[config.mk]
export PLATFORM = sky130hd
export DESIGN_NAME = lambda_scheduler
export DESIGN_NICKNAME = d
export VERILOG_FILES = /design/src/rtl/lambda_scheduler.sv
export SDC_FILE = /design/constraint.sdc
export NUM_CORES = 1
export LEC_CHECK = 0
export ABC_AREA = 0
export ABC_CLOCK_PERIOD_IN_PS = 3700
export CAP_MARGIN = 40
export CELL_PAD_IN_SITES_DETAIL_PLACEMENT = 1
export CELL_PAD_IN_SITES_GLOBAL_PLACEMENT = 2
export CORE_ASPECT_RATIO = 1.75
export CORE_MARGIN = 8
export CORE_UTILIZATION = 40
export DETAILED_ROUTE_END_ITERATION = 8
export GPL_TIMING_DRIVEN = 0
export PLACE_DENSITY = 0.91
export SETUP_SLACK_MARGIN = 0.02
export SYNTH_ARGS = -nofsm -noshare
export SYNTH_HDL_FRONTEND = slang
export SYNTH_SLANG_ARGS = --single-unit
[constraint.sdc]
create_clock -name clk -period 3.7 [get_ports clk]
set_input_delay 0.74 -clock clk [delete_from_list [all_inputs] [get_ports clk]]
set_output_delay 0.74 -clock clk [all_outputs]
set_load 0.1 [all_outputs]
[src/rtl/lambda_scheduler.sv]
// Time-multiplexes one lambda layer over an N_LATENT-element latent vector: load, settle/capture per element, stream out.
// Optional cycle_count performance port is enabled by defining LAMBDA_SCHED_PERF_EN.
module lambda_scheduler #(
    parameter int DW       = 16,
    parameter int N_LATENT = 4,
    parameter int LAT      = 8,
    parameter int IW       = (N_LATENT > 1) ? $clog2(N_LATENT) : 1
) (
    input  logic          clk,
    input  logic          reset,
    input  logic          start,
    input  logic          abort,
    input  logic          in_valid,
    output logic          in_ready,
    input  logic [DW-1:0] in_mean,
    input  logic [DW-1:0] in_var,
    output logic          lam_reset,
    output logic [DW-1:0] lam_mean,
    output logic [DW-1:0] lam_var,
    input  logic [DW-1:0] lam_out,
    output logic          z_valid,
    input  logic          z_ready,
    output logic [DW-1:0] z_data,
    output logic [IW-1:0] z_index,
    output logic          busy,
    output logic          done
`ifdef LAMBDA_SCHED_PERF_EN
    ,
    output logic [15:0]   cycle_count
`endif
);

    localparam int CW = (LAT > 1) ? $clog2(LAT) : 1;
    localparam logic [IW-1:0] LAST_IDX  = IW'(N_LATENT - 1);
    localparam logic [CW-1:0] WAIT_INIT = CW'(LAT - 1);

    typedef enum logic [2:0] {
        S_IDLE,
        S_LOAD,
        S_RST,
        S_WAIT,
        S_OUT
    } state_t;

    state_t        state_q;
    logic [IW-1:0] k_q, j_q;
    logic [IW-1:0] k_inc, j_inc;
    logic [CW-1:0] cnt_q;
    logic [DW-1:0] mean_buf_q [N_LATENT];
    logic [DW-1:0] var_buf_q  [N_LATENT];
    logic [DW-1:0] res_q      [N_LATENT];
    logic          lam_reset_q, in_ready_q, z_valid_q, busy_q, done_q;
    logic [DW-1:0] lam_mean_q, lam_var_q, z_data_q;
    logic [IW-1:0] z_index_q;
`ifdef LAMBDA_SCHED_PERF_EN
    logic [15:0]   cycle_q;
`endif

    always_comb begin
        k_inc = k_q + IW'(1);
        j_inc = j_q + IW'(1);
    end

    always_ff @(posedge clk or negedge reset) begin
        if (!reset) begin
            state_q     <= S_IDLE;
            k_q         <= '0;
            j_q         <= '0;
            cnt_q       <= '0;
            lam_reset_q <= 1'b1;
            lam_mean_q  <= '0;
            lam_var_q   <= '0;
            in_ready_q  <= 1'b0;
            z_valid_q   <= 1'b0;
            z_data_q    <= '0;
            z_index_q   <= '0;
            busy_q      <= 1'b0;
            done_q      <= 1'b0;
            // NOTE: the buffers are small register files, so they are cleared with everything else rather than left undefined.
            for (int i = 0; i < N_LATENT; i++) begin
                mean_buf_q[i] <= '0;
                var_buf_q[i]  <= '0;
                res_q[i]      <= '0;
            end
`ifdef LAMBDA_SCHED_PERF_EN
            cycle_q     <= '0;
`endif
        end else begin
            done_q <= 1'b0;
            if (abort) begin
                // Buffer contents survive an abort but are never re-used without a fresh load.
                state_q     <= S_IDLE;
                lam_reset_q <= 1'b1;
                in_ready_q  <= 1'b0;
                z_valid_q   <= 1'b0;
                busy_q      <= 1'b0;
            end else begin
`ifdef LAMBDA_SCHED_PERF_EN
                if (busy_q && cycle_q != 16'hFFFF) cycle_q <= cycle_q + 16'd1;
`endif
                case (state_q)
                    S_IDLE: begin
                        if (start) begin
                            state_q    <= S_LOAD;
                            k_q        <= '0;
                            in_ready_q <= 1'b1;
                            busy_q     <= 1'b1;
`ifdef LAMBDA_SCHED_PERF_EN
                            cycle_q    <= 16'd1;  // the accepting IDLE cycle counts
`endif
                        end
                    end
                    S_LOAD: begin
                        if (in_valid && in_ready_q) begin
                            mean_buf_q[k_q] <= in_mean;
                            var_buf_q[k_q]  <= in_var;
                            if (k_q == LAST_IDX) begin
                                state_q    <= S_RST;
                                k_q        <= '0;
                                in_ready_q <= 1'b0;
                                lam_mean_q <= (N_LATENT == 1) ? in_mean : mean_buf_q[0];
                                lam_var_q  <= (N_LATENT == 1) ? in_var  : var_buf_q[0];
                            end else begin
                                k_q <= k_inc;
                            end
                        end
                    end
                    S_RST: begin
                        state_q     <= S_WAIT;
                        cnt_q       <= WAIT_INIT;
                        lam_reset_q <= 1'b0;
                    end
                    S_WAIT: begin
                        if (cnt_q == '0) begin
                            res_q[k_q]  <= lam_out;
                            lam_reset_q <= 1'b1;
                            if (k_q == LAST_IDX) begin
                                state_q   <= S_OUT;
                                j_q       <= '0;
                                z_valid_q <= 1'b1;
                                z_index_q <= '0;
                                z_data_q  <= (N_LATENT == 1) ? lam_out : res_q[0];
                            end else begin
                                state_q    <= S_RST;
                                k_q        <= k_inc;
                                lam_mean_q <= mean_buf_q[k_inc];
                                lam_var_q  <= var_buf_q[k_inc];
                            end
                        end else begin
                            cnt_q <= cnt_q - CW'(1);
                        end
                    end
                    S_OUT: begin
                        if (z_ready) begin
                            if (j_q == LAST_IDX) begin
                                state_q   <= S_IDLE;
                                z_valid_q <= 1'b0;
                                busy_q    <= 1'b0;
                                done_q    <= 1'b1;
                            end else begin
                                j_q       <= j_inc;
                                z_index_q <= j_inc;
                                z_data_q  <= res_q[j_inc];
                            end
                        end
                    end
                    default: state_q <= S_IDLE;
                endcase
            end
        end
    end

    assign in_ready  = in_ready_q;
    assign lam_reset = lam_reset_q;
    assign lam_mean  = lam_mean_q;
    assign lam_var   = lam_var_q;
    assign z_valid   = z_valid_q;
    assign z_data    = z_data_q;
    assign z_index   = z_index_q;
    assign busy      = busy_q;
    assign done      = done_q;
`ifdef LAMBDA_SCHED_PERF_EN
    assign cycle_count = cycle_q;
`endif

endmodule

; Yosys cells after proc, flatten, opt, wreduce, memory -nomap -nowiden
; Index checks and enable logic that the tools add are counted.
; Widths: inputs -> output; s select.
[op_classes]
addsub = 3
order_cmp = 4
n_eq_ne = 22
muxes = 71
bitwise_logic = 4
n_reduce_logical = 23
[op_table]
columns = cell, n
row1 = $mux 16, 19
row2 = $bwmux 64, 3
row3 = $bmux 16 s2, 3
row4 = $pmux 16 s2, 3
row5 = $demux 16 s2, 1
row6 = $mux 3, 9
row7 = $reduce_and 6->1, 4
row8 = $ne 3x3->1 const B, 7
row9 = $mux 2, 9
row10 = $ne 2x2->1 const B, 9
row11 = $mux 1, 16
row12 = $pmux 3 s5, 1
row13 = $reduce_bool 3->1, 5
row14 = $ge 3x3->1 const B, 3
row15 = $not 2->3, 3
row16 = $reduce_and 3->1, 3
row17 = $pmux 1 s2, 4
row18 = $reduce_and 4->1, 2
row19 = $eq 3x2->1 const B, 2
row20 = $logic_not 3->1, 2
row21 = $pmux 2 s3, 1
row22 = $pmux 3 s2, 1
row23 = $reduce_bool 2->1, 3
row24 = $reduce_and 5->1, 1
row25 = other kinds (10), 13
[word_totals]
reg_bits = 255
input_bits = 54
output_inout_bits = 55
elab_cells = 151

; Longest topological paths before layout
[depth]
word_depth = 8
mapped_depth = 10
ltp_nobuf = 6

; Least setup slack after synthesis
; No wires, ideal clock.
[synth_timing]
path_type = register to register
start = reg k_q[0]
end = reg lam_mean_q[0], in the netlist lam_mean[0]
setup_ns = 0.120
arrival_time_ns = 2.494
required_time_ns = 3.580
path_slack_ns = 1.086
path_stages_with_launch = 11
n_path_buf = 4
synth_period_minus_slack_ns = 2.614
cell_sequence = dfrtp_1 > clkbuf_1 > clkbuf_1 > inv_1 > ha_1 > clkbuf_1 > clkbuf_1 > mux2_2 > o22ai_1 > a211oi_1 > a21o_1
[synth_between]
elab_chain_cells = 8
word_cells_on_any_way = 12
cone_classes = add/sub (1) / eq/ne (3) / mux (6) / bitwise (1) / reduce/logical (1)
[synth_lines]
columns = element, line
row1 = "start, declared", 46  ; logic [IW-1:0] k_q, j_q;
row2 = "start signal, assigned", 124  ; k_q <= k_inc;
row3 = "start signal, assigned", 145  ; k_q <= k_inc;
row4 = $add 2x1->2, 60  ; k_inc = k_q + IW'(1);
row5 = $not 2->3 (not written as such), 146  ; lam_mean_q <= mean_buf_q[k_inc];
row6 = $bmux 16 s2, 146
row7 = $mux 16 (not written as such) (2 in a row), 146
row8 = $mux 16, 137  ; if (k_q == LAST_IDX) begin
row9 = $mux 16, 134  ; if (cnt_q == '0) begin
row10 = $pmux 16 s2, 101  ; case (state_q)
row11 = "end signal, assigned", 121  ; lam_mean_q <= (N_LATENT == 1) ? in_mean : mean_buf_q[0];
row12 = "end signal, assigned", 146
row13 = "end, declared", 53  ; logic [DW-1:0] lam_mean_q, lam_var_q, z_data_q;
; Several ways; a longest one is shown, not always the timed one. The select of a mux whose other input is x is not followed.
; A chain may end at the register's enable or synchronous reset.

; Final worst setup path
[layout_timing]
start = reg k_q[0]
end = reg lam_mean_q[3], in the netlist lam_mean[3]
; Same word-level chain as after synthesis.

==> results.md <==
- Run status: completed
- #FFs+latches synth: 255
- CP cell instances: clkbuf_1 > clkbuf_2 > inv_1 > ha_1 > clkbuf_1 > clkbuf_2 > clkbuf_1 > o22ai_1 > a211oi_1 > a21o_1
- Postcts setup bufs: 0
- WL final: 31,100 um
- First-pass GRT wire length: 50,300 um
- Final setup viols: 0
- Internal power: 5.54 mW
- Worst Tran Pin Value: 893 ps
- Initial antenna violation count: 0
- Sw Ratio: 0.274
- CORE AREA: 28,500 sq um
- Initial Util: 0.405
- Initial drt markers: 242
- Synth Warn #: 0
- IO Pins: 109
- Final min period: 3450 ps
- Total nets after synthesis: 937
- DIE WIDTH: 144 um
- Peak supply drop: 0.000506 V
- Final nets: 1,130
- Area grow syn2layout: 30.4%
- Post-synth design cell area: 11,500 sq um
- Max Cap Violations: 0
- Seq/Total Area, Yosys: 0.553
- Critical path type: flip-flop to flip-flop
- Most used cell, CP: clkbuf_1
- Syn_area_per_cell: 13.2 sq um
- PwrDens: 507 nW/um^2
- Max-slew headroom: 0.403
- Antenna cells: 0
- Top post-synthesis cells by area: dfrtp_1 55%, mux2_2 22%, o22ai_1 3.5%, mux2i_1 2.9%, a211oi_1 2.1%
- CTS Hold Bufs: 0
- Share of power burned in registers: 0.428
- Clock Path Buffers: 3
- HPWL after DPL: 22,100 um
- Placed cell area: 14,100 sq um
- CTS Buf Count: 26
- Avg WL per Cell: 21.3 um
- Startpoint types: flip-flop
- Cells after Synth: 875
- Rows: 82
- Via-to-Cell Ratio: 5.40
- Largest stage delay on the critical path: 460 ps
- CP Data Arrival Time: 3930 ps
- Logic pwr share: 0.196
- Post-synth top area share: 0.551
- Dominant cell type by area after synthesis: dfrtp_1
- Crit path required time: 4180 ps
- CTS H-tree depth: 1
- Leakage: 7.35 nW
- Total power: 7.63 mW
- RD Place Congestion: 0.785
- Layout cells sized above 1: 0.346
- CTS tree: done
- Post-synth top cells: 254 x dfrtp_1, 227 x mux2_2, 65 x o22ai_1, 36 x nand2b_1, 33 x mux2i_1
- Grt total ovfl: 0
- Tot GR Track Use: 0.186
- Root buffer cell: clkbuf_16
- Max Transition Viols Final: 0
- Die area: 34,800 sq um
- Fin cells: 1,465
- Filler cell count: 2,941
- First-pass iteration count of the detailed router: 4
- Primary FF master, synth: dfrtp_1
- Worst skew pair latency: 550 ps
- Clock network power share: 0.376
- Async SR Flop Fraction: 1.00
- Clock transition at path regs: 70 ps
- Port Buffers: 108
- Die Height: 241 um
- Post-synth EDFFs: 0
- Crit path max fanout: 10
- Tcrit/Tclk final: 0.931
- Design Area, Final: 15,000 sq um
- CP endpoint kind: flip-flop
- Largest net degree at the start of global routing: 98
- Clock sink count: 255
- DRC: 0
- Worst min path class: input port to async pin
- Dpl cells: 1,418
- Switching power: 2.09 mW
- Unrepaired setup endpoints after global routing: false
- Hold Violations, Final: 0
- Vias in the first global route: 9,128
- Slowest-stage cell, CP: clkbuf_1
- ANT nets after route: 0
- Via count: 7,916
- Fin util: 0.528
- Most numerous cell in the Yosys netlist: dfrtp_1
- Fmax: 290 MHz
- Yosys cell types: 45
- Skew final: 20.3 ps
-- worst paths after layout --
kind	start	end	slack, ps	cells past startpoint
max reg2reg	k_q[0]$_DFFE_PN0P_	lam_mean[3]$_DFFE_PN0P_	250	10
max in group asynchronous	reset	lam_mean[8]$_DFFE_PN0P_	2660	2
min in group clk	lam_var[6]$_DFFE_PN0P_	lam_var[6]$_DFFE_PN0P_	470	1
min	reset	res_q[51]$_DFFE_PN0P_	140	1
max	k_q[0]$_DFFE_PN0P_	lam_mean[3]$_DFFE_PN0P_	250	10
min reg2reg	lam_var[6]$_DFFE_PN0P_	lam_var[6]$_DFFE_PN0P_	470	1
-- registers in the layout (all words and copies together) (netlist names), 2 cells and up --
signal and cells:
var_buf_q 64, z_data 16, k_q 2, mean_buf_q 64, lam_var 16, res_q 64
state_q 3, lam_mean 16, cnt_q 3, z_index 2
-- cell type report --
type                       instances  area [sq um]  share of cell area
multi-input combinational        534          4740               0.315
sequential                       255          6380               0.424
clock buffer                      33           728              0.0484
clock inverter                    14           209              0.0139
tap                              378           473              0.0314
buffer                            63           340              0.0226
timing repair buffer             165          2090               0.139
inverter                          23          86.3             0.00574
-- power by group through the flow --
stage               clock network [mW]  logic (mW)  registers (mW)
global route                      3.04        1.61            3.30
finish                            2.87        1.50            3.26
detailed placement                   0        1.50            3.30
global placement                     0        1.40            3.28
floorplan                            0       0.939            3.33
CTS                               2.94        1.52            3.26
-- cell families after synthesis --
| family | Yosys count | synth area share |
|---|---|---|
| mux | 260 | 0.250 |
| flops | 255 | 0.553 |
| simple gates | 104 | 0.0515 |
| fa+ha+maj | 8 | 0.00867 |
| buf+inv | 86 | 0.0364 |
| compound gates | 162 | 0.100 |
-- placed cells by master (no fill, tap or decap), drive strengths merged, types with 2 or more instances in the layout --
cell             n
a211oi          32
a21o            32
a21oi            6
buf             91
bufinv           5
clkbuf          63
clkdlybuf4s50  107
clkinv           8
dfrtp          254
ha               8
inv             23
mux2           227
mux2i           33
nand2           33
nand2b          36
nand3            3
nand3b           4
nor2            10
nor2b            3
nor3             4
nor3b            4
o21ai            3
o221ai          16
o22ai           65
or3b             2
-- metrics by stage --
step                setup WS (ps)  TNS [ps]  hold slack (ps)
floorplan                    1090         0              444
global placement            -8960  -2271290              460
detailed placement           -161      -805              465
CTS                          33.5         0              157
global route                 28.5         0              191
finish                        255         0              145
-- metal layers --
layer / share of wire / up-vias / GRT usage
met5: 0 / - / 0
met2: 0.57 / 148 / 0.363
met4: 0.031 / 0 / 0.0776
li1: - / 3587 / -
met1: 0.37 / 4122 / 0.192
met3: 0.034 / 59 / 0.0240
-- critical path, delay by kind of cell (launching register included) --
family,cells,cell delay (ps)
compound gates,3,720
fa+ha+maj,1,280
buf+inv,6,1950
flops,1,400
-- repair_timing --
| action | CTS | global route |
|---|---|---|
| setup endpoints to repair | 27 | 26 |
| pin swaps | 0 | 0 |
| gates resized for setup | 4 | 2 |
Note: power is estimated with default switching activity, not from simulation.
